==> src/rtl/spi_pkg.sv <==
// Shared definitions for the spi_master_slave link.
//   master_state_t : master FSM state encoding
//   DEF_DATA_W     : default bits per transfer
//   DEF_CLK_DIV    : default clk cycles per sclk half-period
//   cnt_w()        : width of a counter that must hold 0..n
package spi_pkg;

    typedef enum logic [1:0] {
        IDLE  = 2'd0,
        SETUP = 2'd1,
        SHIFT = 2'd2,
        DONE  = 2'd3
    } master_state_t;

    localparam int DEF_DATA_W  = 8;
    localparam int DEF_CLK_DIV = 2;

    function automatic int cnt_w(input int n);
        return $clog2(n + 1);
    endfunction

endpackage

==> src/rtl/spi_slave_core.sv <==
// SPI mode-0 slave running in the system clock domain. sclk and ss are
// oversampled; edges are found by comparing each input with its value
// from the previous clk cycle.
// Ports:
//   clk, reset        : system clock, synchronous active-high reset
//   sclk, ss, mosi    : bus inputs from the master
//   miso              : slave serial output (0 when deselected)
//   data_in           : transmit word, loaded when ss falls
//   data_out          : last complete received word
//   done              : one-cycle pulse when a full word was received
// Build option: define SPI_LSB_FIRST_EN for LSB-first shifting.
module spi_slave_core
    import spi_pkg::*;
#(
    parameter int DATA_W = DEF_DATA_W
) (
    input  logic              clk,
    input  logic              reset,
    input  logic              sclk,
    input  logic              ss,
    input  logic              mosi,
    output logic              miso,
    input  logic [DATA_W-1:0] data_in,
    output logic [DATA_W-1:0] data_out,
    output logic              done
);
    localparam int               CNT_W    = cnt_w(DATA_W);
    localparam logic [CNT_W-1:0] CNT_FULL = CNT_W'(DATA_W);

    logic              r_sclk_q;
    logic              r_ss_q;
    logic [DATA_W-1:0] r_tx;
    logic [DATA_W-1:0] r_rx;
    logic [CNT_W-1:0]  r_cnt;
    logic              r_miso;
    logic [DATA_W-1:0] r_data_out;
    logic              r_done;

    logic              w_ss_fall;
    logic              w_ss_rise;
    logic              w_sclk_rise;
    logic              w_sclk_fall;
    logic              w_tx_first;
    logic              w_tx_next;
    logic [DATA_W-1:0] w_tx_shifted;
    logic [DATA_W-1:0] w_rx_shifted;

    assign w_ss_fall   =  r_ss_q   & ~ss;
    assign w_ss_rise   = ~r_ss_q   &  ss;
    assign w_sclk_rise = ~r_sclk_q &  sclk;
    assign w_sclk_fall =  r_sclk_q & ~sclk;

`ifdef SPI_LSB_FIRST_EN
    assign w_tx_first   = data_in[0];
    assign w_tx_next    = r_tx[1];
    assign w_tx_shifted = r_tx >> 1;
    assign w_rx_shifted = {mosi, r_rx[DATA_W-1:1]};
`else
    assign w_tx_first   = data_in[DATA_W-1];
    assign w_tx_next    = r_tx[DATA_W-2];
    assign w_tx_shifted = r_tx << 1;
    assign w_rx_shifted = {r_rx[DATA_W-2:0], mosi};
`endif

    always_ff @(posedge clk) begin
        if (reset) begin
            r_sclk_q   <= 1'b0;
            r_ss_q     <= 1'b1;   // matches idle ss so reset never looks like an ss edge
            r_tx       <= '0;
            r_rx       <= '0;
            r_cnt      <= '0;
            r_miso     <= 1'b0;
            r_data_out <= '0;
            r_done     <= 1'b0;
        end else begin
            r_sclk_q <= sclk;
            r_ss_q   <= ss;
            r_done   <= 1'b0;
            if (w_ss_fall) begin
                r_tx   <= data_in;
                r_miso <= w_tx_first;
                r_cnt  <= '0;
            end else if (w_ss_rise) begin
                // A short frame (aborted master) is dropped silently.
                if (r_cnt == CNT_FULL) begin
                    r_data_out <= r_rx;
                    r_done     <= 1'b1;
                end
                r_miso <= 1'b0;
            end else if (!ss) begin
                if (w_sclk_rise) begin
                    r_rx  <= w_rx_shifted;
                    r_cnt <= r_cnt + CNT_W'(1);
                end
                if (w_sclk_fall) begin
                    r_tx   <= w_tx_shifted;
                    r_miso <= w_tx_next;
                end
            end
        end
    end

    assign miso     = r_miso;
    assign data_out = r_data_out;
    assign done     = r_done;

endmodule

==> src/rtl/spi_master_slave.sv <==
// SPI mode-0 master plus an internally wired slave, one full-duplex
// DATA_W-bit exchange per accepted start edge. Bus pins are exported.
// Ports:
//   clk, reset              : system clock, synchronous active-high reset
//   start                   : transfer request, rising edge accepted in IDLE
//   m_data_in / s_data_in   : master / slave transmit words
//   m_data_out, m_done      : master received word and completion pulse
//   s_data_out, s_done      : slave received word and completion pulse
//   sclk, mosi, miso, ss    : observed SPI bus
// Build option: define SPI_LSB_FIRST_EN for LSB-first shifting.
//
// state | meaning
// IDLE  | bus idle, waiting for a start edge
// SETUP | ss low, first bit on mosi, sclk low for CLK_DIV cycles
// SHIFT | 2*DATA_W half-periods, sclk toggling at each boundary
// DONE  | one cycle: ss high, m_done asserted
module spi_master_slave
    import spi_pkg::*;
#(
    parameter int DATA_W  = DEF_DATA_W,
    parameter int CLK_DIV = DEF_CLK_DIV
) (
    input  logic              clk,
    input  logic              reset,
    input  logic              start,
    input  logic [DATA_W-1:0] m_data_in,
    input  logic [DATA_W-1:0] s_data_in,
    output logic [DATA_W-1:0] m_data_out,
    output logic              m_done,
    output logic [DATA_W-1:0] s_data_out,
    output logic              s_done,
    output logic              sclk,
    output logic              mosi,
    output logic              miso,
    output logic              ss
);
    localparam int                DIV_W      = $clog2(CLK_DIV);
    localparam int                HALF_W     = cnt_w(2 * DATA_W);
    localparam logic [DIV_W-1:0]  DIV_RELOAD = DIV_W'(CLK_DIV - 1);
    localparam logic [HALF_W-1:0] HALF_LAST  = HALF_W'(2 * DATA_W - 1);

    master_state_t     r_state;
    master_state_t     w_next_state;
    logic              r_start_d;
    logic [DIV_W-1:0]  r_div;
    logic [HALF_W-1:0] r_half;
    logic [DATA_W-1:0] r_tx;
    logic [DATA_W-1:0] r_rx;
    logic [DATA_W-1:0] r_data_out;
    logic              r_sclk;
    logic              r_ss;
    logic              r_mosi;

    logic              w_start_edge;
    logic              w_tick;
    logic              w_last_half;
    logic              w_miso;
    logic              w_tx_first;
    logic              w_tx_next;
    logic [DATA_W-1:0] w_tx_shifted;
    logic [DATA_W-1:0] w_rx_shifted;

    assign w_start_edge = start & ~r_start_d;
    assign w_tick       = (r_div == '0);
    assign w_last_half  = (r_half == HALF_LAST);

`ifdef SPI_LSB_FIRST_EN
    assign w_tx_first   = m_data_in[0];
    assign w_tx_next    = r_tx[1];
    assign w_tx_shifted = r_tx >> 1;
    assign w_rx_shifted = {w_miso, r_rx[DATA_W-1:1]};
`else
    assign w_tx_first   = m_data_in[DATA_W-1];
    assign w_tx_next    = r_tx[DATA_W-2];
    assign w_tx_shifted = r_tx << 1;
    assign w_rx_shifted = {r_rx[DATA_W-2:0], w_miso};
`endif

    // State register
    always_ff @(posedge clk) begin
        if (reset) r_state <= IDLE;
        else       r_state <= w_next_state;
    end

    // Next-state logic
    always_comb begin
        w_next_state = r_state;
        unique case (r_state)
            IDLE:    if (w_start_edge)          w_next_state = SETUP;
            SETUP:   if (w_tick)                w_next_state = SHIFT;
            SHIFT:   if (w_tick && w_last_half) w_next_state = DONE;
            DONE:                               w_next_state = IDLE;
            default:                            w_next_state = IDLE;
        endcase
    end

    // Output logic
    always_comb begin
        m_done = (r_state == DONE);
    end

    // Master datapath: divider, half-period counter, shift registers, bus pins.
    // ss/mosi/m_data_out are updated on the edge entering DONE so they are
    // already valid while m_done is high.
    always_ff @(posedge clk) begin
        if (reset) begin
            r_start_d  <= 1'b0;
            r_div      <= '0;
            r_half     <= '0;
            r_tx       <= '0;
            r_rx       <= '0;
            r_data_out <= '0;
            r_sclk     <= 1'b0;
            r_ss       <= 1'b1;
            r_mosi     <= 1'b0;
        end else begin
            r_start_d <= start;
            case (r_state)
                IDLE: begin
                    if (w_start_edge) begin
                        r_tx   <= m_data_in;
                        r_mosi <= w_tx_first;
                        r_ss   <= 1'b0;
                        r_div  <= DIV_RELOAD;
                    end
                end
                SETUP: begin
                    if (w_tick) begin
                        r_div  <= DIV_RELOAD;
                        r_half <= '0;
                    end else begin
                        r_div <= r_div - DIV_W'(1);
                    end
                end
                SHIFT: begin
                    if (w_tick) begin
                        r_div  <= DIV_RELOAD;
                        r_half <= r_half + HALF_W'(1);
                        r_sclk <= ~r_sclk;
                        if (!r_sclk) begin
                            r_rx <= w_rx_shifted;
                        end else if (!w_last_half) begin
                            r_tx   <= w_tx_shifted;
                            r_mosi <= w_tx_next;
                        end
                        if (w_last_half) begin
                            r_ss       <= 1'b1;
                            r_mosi     <= 1'b0;
                            r_data_out <= r_rx;
                        end
                    end else begin
                        r_div <= r_div - DIV_W'(1);
                    end
                end
                default: ;
            endcase
        end
    end

    spi_slave_core #(
        .DATA_W (DATA_W)
    ) u_slave (
        .clk      (clk),
        .reset    (reset),
        .sclk     (r_sclk),
        .ss       (r_ss),
        .mosi     (r_mosi),
        .miso     (w_miso),
        .data_in  (s_data_in),
        .data_out (s_data_out),
        .done     (s_done)
    );

    assign m_data_out = r_data_out;
    assign sclk       = r_sclk;
    assign ss         = r_ss;
    assign mosi       = r_mosi;
    assign miso       = w_miso;

endmodule

==> config.mk <==
export PLATFORM = sky130hd
export DESIGN_NAME = spi_master_slave
export DESIGN_NICKNAME = d
export VERILOG_FILES = /design/src/rtl/spi_pkg.sv /design/src/rtl/spi_slave_core.sv /design/src/rtl/spi_master_slave.sv
export SDC_FILE = /design/constraint.sdc
export NUM_CORES = 1
export LEC_CHECK = 0
export ABC_CLOCK_PERIOD_IN_PS = 2100
export BUFFER_PORTS_ARGS = -buffer_cell sky130_fd_sc_hd__buf_2
export CAP_MARGIN = 20
export CORE_MARGIN = 2
export CORE_UTILIZATION = 40
export CTS_CLUSTER_DIAMETER = 40
export DETAILED_ROUTE_END_ITERATION = 12
export MAX_ROUTING_LAYER = met4
export PLACE_DENSITY = 0.61
export SLEW_MARGIN = 20
export SYNTH_ARGS = -nofsm -noshare
export SYNTH_HDL_FRONTEND = slang
export SYNTH_SLANG_ARGS = --single-unit
==> constraint.sdc <==
create_clock -name clk -period 2.1 [get_ports clk]
set_input_delay 0.21 -clock clk [delete_from_list [all_inputs] [get_ports clk]]
set_output_delay 0.21 -clock clk [all_outputs]
set_load 0.02 [all_outputs]
# After elaboration in Yosys (flattened, before gate mapping)
# Index checks and enable logic that the tools add are counted.
# totals
out_inout_bits	22
elab_cells	107
ramBits	0
inputBits	19
latchBits	0
mem_count	0
ff_bits	66
rom_bits	0
# classes
multipliers	0
n_lt_le_gt_ge	0
eq_ne	16
reduce_logical	24
n_bitwise	13
div	0
n_mux	33
shifts	0
n_addsub	3
# op_table
operator	n
$mux 7	8
$reduce_and 3->1	7
$mux 1	14
$ne 2x2->1 const B	7
$pmux 7 s2	1
$reduce_and 4->1	3
$mux 5	2
$pmux 5 s2	1
$not 1->1	8
$pmux 2 s4	1
$reduce_bool 2->1	4
$mux 2	3
$pmux 1 s2	3
$reduce_and 2->1	3
$add 5x1->5 const B	1
$and 1x1->1	5
$eq 5x4->1 const B	1
$reduce_and 5->1	1
$add 4x1->4 const B	1
$eq 2x2->1 const B	2
$eq 4x4->1 const B	1
$ne 2x1->1 const B	2
$reduce_or 2->1	2
$ne 3x1->1 const B	1
other kinds (7)	7

# Depth between registers and ports, before layout
# Gate-level depths: netlist (run 1).
# logic_depth
depth_word	6
depth_mapped	8
depth_no_buf	7

# Hierarchy
# From an unflattened synthesis (run 1), not the netlist that was laid out.
# unflattened
cells_unflattened	333
hier_area_um2	3091.7
# by_module_without_submodules
module	cells_per_inst	seq_area_each_um2	area_each_um2	n_inst
spi_master_slave	185	700.7	1639.1	1
spi_slave_core	148	620.6	1452.6	1

# Worst setup path after synthesis (run 1)
# No wires, ideal clock.
# synth_timing
path_type	reg2reg
from	register r_half[0]
to	register r_tx[3]
required_time_ns	2.014
t_arrival_ns	1.796
stages_incl_launch_ff	9
path_slack_ns	0.218
setup_time_ns	0.086
n_path_buf	1
synth_period_minus_slack_ns	1.882
cell_sequence	dfxtp_1 -> ha_1 -> and3_1 -> ha_1 -> nand3b_1 -> a221oi_4 -> buf_6 -> nor2_1 -> a211oi_1
# synth_between
elab_chain_cells	3
# synth_lines
item	line	text
start, declared	spi_master_slave.sv:46	logic [HALF_W-1:0] r_half;
start signal, assigned	spi_master_slave.sv:138	r_half <= r_half + HALF_W'(1);
$eq 5x4->1	spi_master_slave.sv:65	assign w_last_half = (r_half == HALF_LAST);
$ne 2x2->1 (no line)	-	
$reduce_and 5->1 (no line)	-	
end signal, assigned	spi_master_slave.sv:121	r_tx <= m_data_in;
end signal, assigned	spi_master_slave.sv:143	r_tx <= w_tx_shifted;
end, declared	spi_master_slave.sv:47	logic [DATA_W-1:0] r_tx;
# No other way between the ends.
# A chain may end at the register's enable or synchronous reset.

# Worst setup path in the final report (run 1)
# layout_timing
from	register r_half[0]
to	register r_tx[5]
# Same word-level chain as after synthesis.

==> results of run 1 <==
## layout make-up
class                           count  share of cell area, %
Multi-Input combinational cell    224                   41.2
Sequential cell                    66                   37.7
Timing Repair Buffer               52                   9.00
Clock inverter                      6                   3.89
Clock buffer                       10                   3.64
Tap cell                           99                   3.54
Inverter                            9                  0.965
## critical path: cells and delay by family (launching register included)
kind / cells / cell delay (ns)
adder cells (fa/ha/maj): 2 / 0.42
buffers and inverters: 1 / 0.17
AND/OR/NAND/NOR: 3 / 0.44
AO/OA/AOI/OAI: 2 / 0.48
flip-flops: 1 / 0.34
## registers in the layout, indices dropped and copies added (netlist names), 2 cells and up
register,count
r_tx,7
r_rx,8
r_state,2
u_slave.data_out,8
r_half,5
u_slave.r_cnt,4
m_data_out,8
u_slave.r_tx,7
u_slave.r_rx,8
## metrics by stage
step           total power [mW]  std cells  worst slack [ns]  utilization [%]
2_1_floorplan              2.63        320             0.218                -
3_3_place_gp               2.90        450             0.187             45.3
3_5_place_dp               2.95        450            0.0891             45.3
4_1_cts                    4.36        466            0.0687             49.0
5_1_grt                    4.60        466            0.0109             49.1
6_report                   4.32        466             0.151             49.1
## synthesized netlist by cell type
cell type | count | area share (%)
and3_1 | 3 | 0.65
buf_6 | 3 | 1.2
a211oi_1 | 8 | 2.1
mux2i_1 | 21 | 7.2
or3b_4 | 1 | 0.39
clkbuf_1 | 12 | 1.6
xor2_1 | 2 | 0.60
xnor2_1 | 2 | 0.60
nand2b_1 | 6 | 1.3
nor4b_4 | 1 | 0.82
or2_2 | 1 | 0.22
a221oi_4 | 1 | 0.90
mux2_2 | 2 | 0.78
a211oi_2 | 6 | 2.6
dfxtp_1 | 66 | 45
ha_1 | 13 | 5.6
nand4_1 | 2 | 0.43
nor2_1 | 41 | 5.3
or2b_1 | 1 | 0.26
nor2b_1 | 3 | 0.65
a311oi_1 | 1 | 0.30
nand3_1 | 11 | 1.9
o21ai_0 | 9 | 1.6
a2bb2oi_1 | 1 | 0.30
and2_1 | 1 | 0.22
inv_1 | 9 | 1.2
o21bai_1 | 1 | 0.26
buf_2 | 5 | 0.86
nor3b_1 | 1 | 0.26
nand2_1 | 37 | 4.8
a222oi_1 | 1 | 0.34
a21oi_1 | 33 | 5.7
nand3b_1 | 2 | 0.52
nor3_1 | 5 | 0.86
a21oi_4 | 1 | 0.56
buf_4 | 1 | 0.26
a221o_1 | 1 | 0.34
a22oi_1 | 5 | 1.3
## power by group through the flow
stage	Combinational [mW]	Sequential (mW)	Clock [mW]
floorplan	1.05	1.58	0
detailed placement	1.34	1.60	0
global placement	1.31	1.59	0
finish	1.35	1.57	1.40
CTS	1.35	1.58	1.44
global route	1.50	1.60	1.49
## logic make-up after synthesis
group                    after synthesis  synth area share [%]
flip-flops                            66                  45.5
adder cells (fa/ha/maj)               13                  5.60
AND/OR/NAND/NOR                      116                  18.5
multiplexers                          23                  8.01
AO/OA/AOI/OAI                         68                  16.2
buffers and inverters                 30                  5.00
XOR/XNOR                               4                  1.21
## metal layers
| metal | routed length, µm | vias to the layer above |
|---|---|---|
| met3 | 131 | 10 |
| li1 | - | 1190 |
| met5 | 0 | - |
| met2 | 2570 | 28 |
| met1 | 2680 | 1051 |
| met4 | 114 | 0 |
## worst paths after layout
kind	startpoint	end	slack, ns	cells after the start
max	r_half[0]	r_tx[5]	0.15	8
min	start	r_start_d	0.11	2
max reg2reg	r_half[0]	r_tx[5]	0.15	8
min reg2reg	m_data_out[2]	m_data_out[2]	0.45	2
## repair_timing
action | 4_1_cts | 5_1_grt
buffers inserted | 0 | 0
endpoints found under the setup margin | 0 | 2
resized for setup | 0 | 1
==> results by group, run 1 <==
Run status
  • Status: completed

Global route
  • Initial antenna violation count: 0
  • GRT met3 Usage: 3.05%
  • First-pass GRT wire length: ~9000 µm
  • Gr usage total: 15.0%
  • Vias in the first global route: about 2000
  • Largest net degree at the start of global routing: 28
  • Grt ovf: 0
  • Busiest grt layer: met2
  • Grt met2 use: a little under a quarter
  • Met1 usage: between 10% and 20%

Critical path
  • CP required: 2.35 ns
  • Max stage delay cell, worst path: dfxtp_1
  • Worst Setup Start Kind: flop
  • Critical Path Max Stage Delay: 0.34 ns
  • Cell mode on critical path: ha_1
  • Arrival time at the worst endpoint: ~2.2 ns
  • Max FO, Critical Path: 14
  • Crit. End Element: flop
  • Worst-path cell chain: ha_1 > and3_1 > ha_1 > nand3b_1 > a221oi_4 > buf_12 > nor2_1 > a211oi_1
  • Critical setup path kind: reg2reg

Routing
  • Remaining antenna violation count: 0
  • Via/cell ratio: around 5
  • Drt initial violations: 87
  • Drt total wl: around 5500 µm
  • DR pass1 iterations: 7
  • Wirelength per Cell: about 12 µm
  • Routed via count: between 2000 and 2500
  • DR DRC count: 0

CTS
  • Worst-Skew Late Latency: about 0.34 ns
  • Inserted Clock Buffers: 9
  • CTS Buffer Depth: 2
  • Clock tree from TritonCTS: built
  • Sink Count: 66
  • Clock H-tree levels: 3
  • Hold-fix buffer count after cts: 0
  • CTS root buffer: clkbuf_8
  • Clk pin slew, worst setup/hold paths: 0.07 ns

Timing
  • Final period util: ~93%
  • Final slew viol count: 0
  • Fin crit period: around 1.9 ns
  • RSZ-0062 raised after global routing: no
  • Final setup viols: 0
  • Hold_ws: roughly 0.11 ns
  • Tightest Pin Transition: 0.566 ns
  • Clock skew: 0.00938 ns
  • Setup TNS: 0 ns
  • Maximum operating frequency: between 0.5 and 0.6 GHz
  • Relative slew slack: 62.3%
  • Hold Fails Final Rpt: 0

Floorplan
  • Die Area: between 0.007 and 0.008 mm²
  • Core box area: 0.00714 mm²
  • # IOs: about 40
  • Die width: about 90 µm
  • Num rows: 31
  • Starting density of the core: 40.7%
  • Die Span Y: 89.2 µm

Power and ir drop
  • Combinational power share: 31.2%
  • P_sw: approximately 1.4 mW
  • P_int: around 2.9 mW
  • Clock Power Share: around 32%
  • Sw Share: about 32%
  • Peak VDD IR: about 400 µV
  • P_leak: 1.44 nW
  • Seq pwr share: around 36%
  • Power per cell area: ~1200 mW/mm²

Logic synthesis
  • Seq/Total Area, Yosys: between 40% and 50%
  • Warnings, synthesis: 0
  • Post-synth cell types: 38
  • Syn Area/Cell: between 9 and 10 µm²
  • Syn Inst Count: between 300 and 400
  • Area of the mapped netlist: about 0.0029 mm²
  • Syn nets: 352
  • FF+latch count, synth: 66

Layout
  • Final nets: between 300 and 400
  • Commonest non-fill, non-tap cell in the layout: dfxtp_1
  • Fraction of layout cells with a size suffix above 1: around 22%
  • Final Cell Area: roughly 0.0035 mm²
  • Area Overhead vs Synth: 20.5%
  • Commonest cells after routing, fill and taps aside: dfxtp_1, nor2_1, buf_2, nand2_1, a21oi_1
  • Register area: 0.00132 mm²
  • Multi-input gate area: between 0.001 and 0.0015 mm²
  • N_diodes: 0
  • Filler instances: ~700

Placed design
  • Area after DPL: approximately 0.0032 mm²
  • Port bufs: 40
  • Final GP Congestion: between 0.7 and 0.8
  • Dpl hpwl: around 3800 µm

Min path
  • Hold Path Class: in2reg

Job
  • Max-cap viol count: 0
No activity file was read; power rests on OpenSTA's default activity.
==> run 2, diff against run 1 <==
--- a/config.mk
+++ b/config.mk
@@ -5,15 +5,16 @@
 export SDC_FILE = /design/constraint.sdc
 export NUM_CORES = 1
 export LEC_CHECK = 0
+export ABC_AREA = 1
 export ABC_CLOCK_PERIOD_IN_PS = 2100
 export BUFFER_PORTS_ARGS = -buffer_cell sky130_fd_sc_hd__buf_2
 export CAP_MARGIN = 20
 export CORE_MARGIN = 2
-export CORE_UTILIZATION = 40
+export CORE_UTILIZATION = 55
 export CTS_CLUSTER_DIAMETER = 40
 export DETAILED_ROUTE_END_ITERATION = 12
 export MAX_ROUTING_LAYER = met4
-export PLACE_DENSITY = 0.61
+export PLACE_DENSITY = 0.79
 export SLEW_MARGIN = 20
 export SYNTH_ARGS = -nofsm -noshare
 export SYNTH_HDL_FRONTEND = slang
==> results by group, run 2 <==
Placed design
  • Area after DPL: 0.00335 mm² (+3.6%)
  • Final GP Congestion: 0.843 (+12%)
  • Dpl hpwl: 4240 µm (+12%)
  • Place WS: 0.404 ns (+0.315 ns)
  • Placed insts: 526 (+17%)
  • Port bufs: 40 (unchanged)

Logic synthesis
  • Largest family of logic cells by synthesized area: simple AND/OR/NAND/NOR gates
  • Seq/Total Area, Yosys: 42.4% (-3.1 points)
  • Post-synth cell types: 31 (-18%)
  • Syn Inst Count: 425 (+33%)
  • FF+latch count, synth: 66 (unchanged)
  • Most common cell in the synthesized netlist: nand2_1
  • Simple-Gate Fraction of Synth Area: 32.8% (+14 points)
  • Synth area leader: dfxtp_1
  • Syn Area/Cell: 7.34 µm² (-19%)
  • Primary FF master, synth: dfxtp_1
  • Proportion of synthesized area in mux cells: 0% (-8.0 points)
  • Warnings, synthesis: 0 (unchanged)
  • Syn nets: 457 (+30%)
  • Post-synthesis xor/xnor area fraction: 0.281% (-0.93 points)
  • Synth top area share: 42.4% (-3.1 points)
  • Synth Area in Compound Gates: 11.2% (-5.0 points)
  • Async S/R FF share, synth: 0% (unchanged)
  • Area of the mapped netlist: 0.00312 mm² (+7.4%)
  • Top cells by area, synth: dfxtp_1, nand2_1, nor2_1
  • Most instantiated cells after synthesis: nand2_1, nor2_1, dfxtp_1
  • EDFF count, synth: 0 (unchanged)
  • Synth Area in Adders: 5.21% (-0.38 points)

Routing
  • DR pass1 iterations: 4 (-3)
  • Via/cell ratio: 5.00 (+2.2%)
  • Remaining antenna violation count: 0 (unchanged)
  • Wirelength per Cell: 11.2 µm (-5.2%)
  • Drt initial violations: 168 (+93%)
  • Drt total wl: 6060 µm (+10%)
  • DR DRC count: 0 (unchanged)
  • Routed via count: 2710 (+19%)

Critical path
  • Crit-path leading delay family: simple AND/OR/NAND/NOR gates
  • Worst-path cell chain: inv_1 > ha_1 > nand2_2 > nor2_4 > inv_1 > nor2_1 > nor2_1
  • Max FO, Critical Path: 11 (-3)
  • Worst Setup Start Kind: flop
  • CP Buf/Inv Count: 2 (+1)
  • Critical setup path kind: reg2reg
  • CP required: 2.33 ns (-0.02 ns)
  • Crit. End Element: flop
  • Arrival time at the worst endpoint: 1.96 ns (-0.24 ns)
  • Max stage delay cell, worst path: ha_1
  • Critical Path Max Stage Delay: 0.45 ns (+0.11 ns)

Timing
  • Maximum operating frequency: 0.576 GHz (+12%)
  • Relative slew slack: 69.3% (+7.0 points)
  • Final period util: 82.7% (-10 points)
  • Final setup viols: 0 (unchanged)
  • Clock skew: 0.00501 ns (-0.00437 ns)
  • Setup TNS: 0 ns (unchanged)
  • Hold Fails Final Rpt: 0 (unchanged)
  • Fin crit period: 1.74 ns (-0.213 ns)
  • PnR worst setup slack: 0.364 ns (+0.213 ns)
  • RSZ-0062 raised after global routing: no
  • Tightest Pin Transition: 0.457 ns (-0.108 ns)
  • Final slew viol count: 0 (unchanged)
  • Hold_ws: 0.0935 ns (-0.0127 ns)

CTS
  • Post-CTS repair timing setup buffer count: 0 (unchanged)
  • Clock H-tree levels: 3 (unchanged)
  • Clock tree from TritonCTS: built
  • Clk pin slew, worst setup/hold paths: 0.07 ns (about the same)
  • CTS Buffer Depth: 2 (unchanged)
  • Worst-Skew Late Latency: 0.34 ns (about the same)
  • Post-cts sizing count: 0 (unchanged)
  • CTS root buffer: clkbuf_8
  • Sink Count: 66 (unchanged)
  • Hold-fix buffer count after cts: 0 (unchanged)
  • Inserted Clock Buffers: 9 (unchanged)

Run status
  • Status: completed

Global route
  • Grt ovf: 0 (unchanged)
  • Vias in the first global route: 2466 (+24%)
  • Initial antenna violation count: 0 (unchanged)
  • Largest net degree at the start of global routing: 35 (+25%)
  • First-pass GRT wire length: 10600 µm (+18%)
  • Gr usage total: 21.6% (+6.7 points)

Floorplan
  • Die width: 79.3 µm (-11%)
  • Die Area: 0.00629 mm² (-21%)
  • Die Span Y: 79.3 µm (-11%)
  • Core box area: 0.00551 mm² (-23%)
  • # IOs: 41 (unchanged)
  • Num rows: 27 (-13%)
  • Starting density of the core: 56.6% (+16 points)

Power and ir drop
  • P_leak: 1.63 nW (+13%)
  • Design Power: 4.37 mW (+1.1%)
  • Peak VDD IR: 750 µV (+92%)
  • Power per cell area: 1220 mW/mm² (-1.4%)

Layout
  • Final nets: 497 (+26%)
  • Area Overhead vs Synth: 15.1%
  • Commonest non-fill, non-tap cell in the layout: nand2_1
  • N_diodes: 0 (unchanged)
  • Final cell count without fillers: 542 (+16%)
  • Commonest cells after routing, fill and taps aside: nand2_1, nor2_1, dfxtp_1, buf_2, inv_1
  • Final Cell Area: 0.00359 mm² (+2.5%)
  • Fraction of layout cells with a size suffix above 1: 18.1% (-4.0 points)
  • Utilization after layout: 65.2% (+16 points)

Job
  • Max-cap viol count: 0 (unchanged)

Min path
  • Hold Path Class: in2reg
run 2: cell types whose count changed after synthesis, moves of 7 or more:
cell | before | now
nand2_1 | 37 | 105
nor2_1 | 41 | 71
inv_1 | 9 | 31
mux2i_1 | 21 | 0
nand3_1 | 11 | 26
o21ai_0 | 9 | 22
clkbuf_1 | 12 | 2
a211oi_1 | 8 | 0
a21boi_0 | 0 | 7
run 2: worst register-to-register path: stages (launching register included):
cell and delay, ns:
dfxtp_1 0.33, inv_1 0.12, ha_1 0.45, nand2_2 0.17, nor2_4 0.20, inv_1 0.17, nor2_1 0.14, nor2_1 0.06
run 2: worst paths after layout:
check                              startpoint       endpoint  slack [ns]  cells after the start
worst min register to register  m_data_out[7]  m_data_out[7]        0.46                      2
worst max-delay path               r_state[0]        r_rx[1]        0.36                      7
worst max register to register     r_state[0]        r_rx[1]        0.36                      7
worst min-delay path                    start      r_start_d        0.09                      3
run 2: report_power, final:
part	switching (mW)	internal, mW	total, mW
combinational	0.923	0.504	1.43
sequential	0.168	1.48	1.65
clock	0.495	0.793	1.29
total	1.59	2.78	4.37
run 2: layer usage:
metal | part of all wire [%] | wire (µm) | GRT usage, % | up-vias
met5 | 0 | 0 | - | -
met4 | 1.6 | 98 | 9.48 | 0
met3 | 4.5 | 272 | 3.98 | 9
met2 | 45 | 2720 | 33.4 | 59
met1 | 49 | 2970 | 27.9 | 1214
li1 | - | - | - | 1428
run 2: layout make-up:
cell class | instances | area [µm²]
flip-flops and latches | 66 | 1320
inverters | 36 | 135
clock buffers | 10 | 128
repair buffers | 46 | 258
clock inverters | 6 | 115
well taps | 72 | 90.1
multi-input cells | 306 | 1540
fillers | 491 | 1920
run 2: kinds of logic (layout without fill, tap and decap cells):
kind of cell / Yosys count / in the layout
AOI/OAI and AO/OA: 63 / 63
xor gates and xnor gates: 1 / 1
adders and majority gates: 13 / 13
buffers and inverters: 53 / 98
DFF: 66 / 66
and+or+nand+nor: 229 / 229
==> run 3, diff against run 2 <==
--- a/config.mk
+++ b/config.mk
@@ -6,7 +6,7 @@
 export NUM_CORES = 1
 export LEC_CHECK = 0
 export ABC_AREA = 1
-export ABC_CLOCK_PERIOD_IN_PS = 2100
+export ABC_CLOCK_PERIOD_IN_PS = 1600
 export BUFFER_PORTS_ARGS = -buffer_cell sky130_fd_sc_hd__buf_2
 export CAP_MARGIN = 20
 export CORE_MARGIN = 2
==> constraint.sdc (replaced) <==
create_clock -name clk -period 1.6 [get_ports clk]
set_input_delay 0.16 -clock clk [delete_from_list [all_inputs] [get_ports clk]]
set_output_delay 0.16 -clock clk [all_outputs]
set_load 0.02 [all_outputs]
==> results by group, run 3 (synthesis results as in run 2) <==
Layout
  • N_diodes: 0 (unchanged)
  • Area Overhead vs Synth: 18.1%
  • Register area: 0.00132 mm² (+0.19%)
  • Commonest non-fill, non-tap cell in the layout: nand2_1
  • Filler instances: 486 (-1.0%)
  • Commonest cells after routing, fill and taps aside: nand2_1, nor2_1, dfxtp_1, buf_2, inv_1
  • Fraction of layout cells with a size suffix above 1: 22.2% (+4.1 points)
  • Multi-input gate area: 0.00160 mm² (+3.5%)
  • Final nets: 504 (+1.4%)

Job
  • Max-cap viol count: 0 (unchanged)

CTS
  • Worst-Skew Late Latency: 0.35 ns (about the same)
  • Sink Count: 66 (unchanged)
  • Clock H-tree levels: 3 (unchanged)
  • Clock tree from TritonCTS: built
  • Inserted Clock Buffers: 9 (unchanged)
  • CTS root buffer: clkbuf_8
  • Post-CTS repair timing setup buffer count: 0 (unchanged)
  • Clk pin slew, worst setup/hold paths: 0.07 ns (about the same)
  • CTS Buffer Depth: 2 (unchanged)

Placed design
  • Port bufs: 40 (unchanged)
  • Final GP Congestion: 0.820 (-2.8%)
  • Dpl hpwl: 4250 µm (+0.24%)

Critical path
  • Arrival time at the worst endpoint: 1.79 ns (-0.17 ns)
  • Crit-path leading delay family: simple AND/OR/NAND/NOR gates
  • Reg-to-Reg Start: r_state[0]
  • CP Buf/Inv Count: 3 (+1)
  • Max FO, Critical Path: 7 (-4)
  • Critical setup path kind: reg2reg
  • CP required: 1.84 ns (-0.49 ns)
  • Max stage delay cell, worst path: dfxtp_1
  • Crit. End Element: flop
  • Register-to-Register Path Depth: 10 (+3)
  • Worst-path cell chain: inv_1 > buf_4 > ha_4 > inv_1 > nand2_2 > nand2_2 > nor2_4 > nand3_1 > nand2_1 > nor2_1
  • FF-to-FF End: r_tx[6]
  • Reg2Reg Setup Slack: 0.06 ns (-0.31 ns)
  • Setup crit start: r_state[0]
  • CP endpoint: r_tx[6]
  • Path length in cells of the critical path: 10 (+3)
  • Worst Setup Start Kind: flop
  • Critical Path Max Stage Delay: 0.33 ns (-0.12 ns)

Power and ir drop
  • Power per cell area: 1570 mW/mm² (+29%)
  • Peak VDD IR: 915 µV (+22%)
  • P_leak: 1.67 nW (+2.5%)

Routing
  • Remaining antenna violation count: 0 (unchanged)
  • Met3 WL: 285 µm (+4.8%)
  • DR DRC count: 0 (unchanged)
  • Max Used Layer: met4
  • Routed via count: 2708 (-0.074%)
  • DR WL met2: 2880 µm (+5.8%)
  • DR pass1 iterations: 4 (unchanged)
  • Via/cell ratio: 4.93 (-1.3%)
  • Drt initial violations: 209 (+24%)
  • Drt total wl: 6060 µm (about the same)
  • Wire length on met1: 2850 µm (-4.1%)
  • Wirelength per Cell: 11.0 µm (-1.4%)

Timing
  • Relative slew slack: 77.7% (+8.4 points)
  • Final period util: 96.5% (+14 points)
  • Hold Fails Final Rpt: 0 (unchanged)
  • Hold_ws: 0.0261 ns (-0.0674 ns)
  • Clock skew: 0.00775 ns (+0.00274 ns)
  • Fin crit period: 1.54 ns (-0.192 ns)
  • Final slew viol count: 0 (unchanged)
  • RSZ-0062 raised after global routing: yes
  • Tightest Pin Transition: 0.331 ns (-0.126 ns)
  • Final setup viols: 0 (unchanged)
  • Maximum operating frequency: 0.648 GHz (+12%)
  • Setup TNS: 0 ns (unchanged)

Run status
  • Status: completed

Min path
  • Hold Path Class: in2reg

Global route
  • Largest net degree at the start of global routing: 30 (-14%)
  • Grt ovf: 0 (unchanged)
  • Initial antenna violation count: 0 (unchanged)
  • First-pass GRT wire length: 10300 µm (-3.1%)
  • Vias in the first global route: 2472 (+0.24%)
  • Gr usage total: 21.0% (-0.64 points)

Floorplan
  • Die Area: 0.00629 mm² (unchanged)
  • Core box area: 0.00551 mm² (unchanged)
  • Die Span Y: 79.3 µm (unchanged)
  • Die width: 79.3 µm (unchanged)
  • Starting density of the core: 56.6% (unchanged)
  • Num rows: 27 (unchanged)
  • # IOs: 41 (unchanged)
[run 3: area by class of cell]
cell class                 count  area share, %
clock buffer                  10           3.74
clock inverter                 6           2.41
timing repair buffer          53           8.42
inverter                      36           3.67
multi-input combinational    306           43.4
tap                           72           2.45
sequential                    66           35.9
[run 3: how the worst min path moves through the flow]
stage	from	end	slack, ns	cells past startpoint
2_1_floorplan	start	r_start_d	0.27	2
3_3_place_gp	start	r_start_d	0.38	3
3_5_place_dp	start	r_start_d	0.38	3
6_report	start	r_start_d	0.03	3
4_1_cts	start	r_start_d	0.02	3
5_1_grt	start	r_start_d	0.04	3
[run 3: layer usage]
layer  GRT usage (%)  vias to the layer above
li1                -                     1441
met5               -                        -
met3            3.86                        6
met4            9.48                        0
met1            25.0                     1201
met2            34.7                       60
[run 3: what timing repair did]
item	in CTS	in global routing
setup endpoints to repair	3	19
gates resized for setup	2	13
hold buffers	0	0
pin swaps	0	3
gates cloned	0	0
[run 3: tightest hold or removal path: stages]
cell and delay, ns:
buf_2 0.10, inv_1 0.04, nor2_1 0.03
[run 3: through the flow]
stage | util (%) | power, mW | setup slack, ns | std cells | area, µm²
after floorplan | - | 3.72 | 0.0503 | 425 | 3120
after global placement | 61.8 | 4.05 | 0.0682 | 533 | 3400
after detailed placement | 61.8 | 4.14 | -0.0244 | 533 | 3400
after CTS | 66.0 | 5.74 | 0.00264 | 549 | 3630
after global routing | 66.9 | 6.20 | -0.0328 | 549 | 3680
final | 66.9 | 5.80 | 0.0559 | 549 | 3680
[run 3: where the power goes]
group          internal (mW)  total, mW  switching (mW)  leakage (nW)
registers               1.95       2.17           0.223         0.537
clock network          0.922       1.58           0.661         0.109
logic                  0.775       2.04            1.27          1.02
total                   3.65       5.80            2.15          1.67
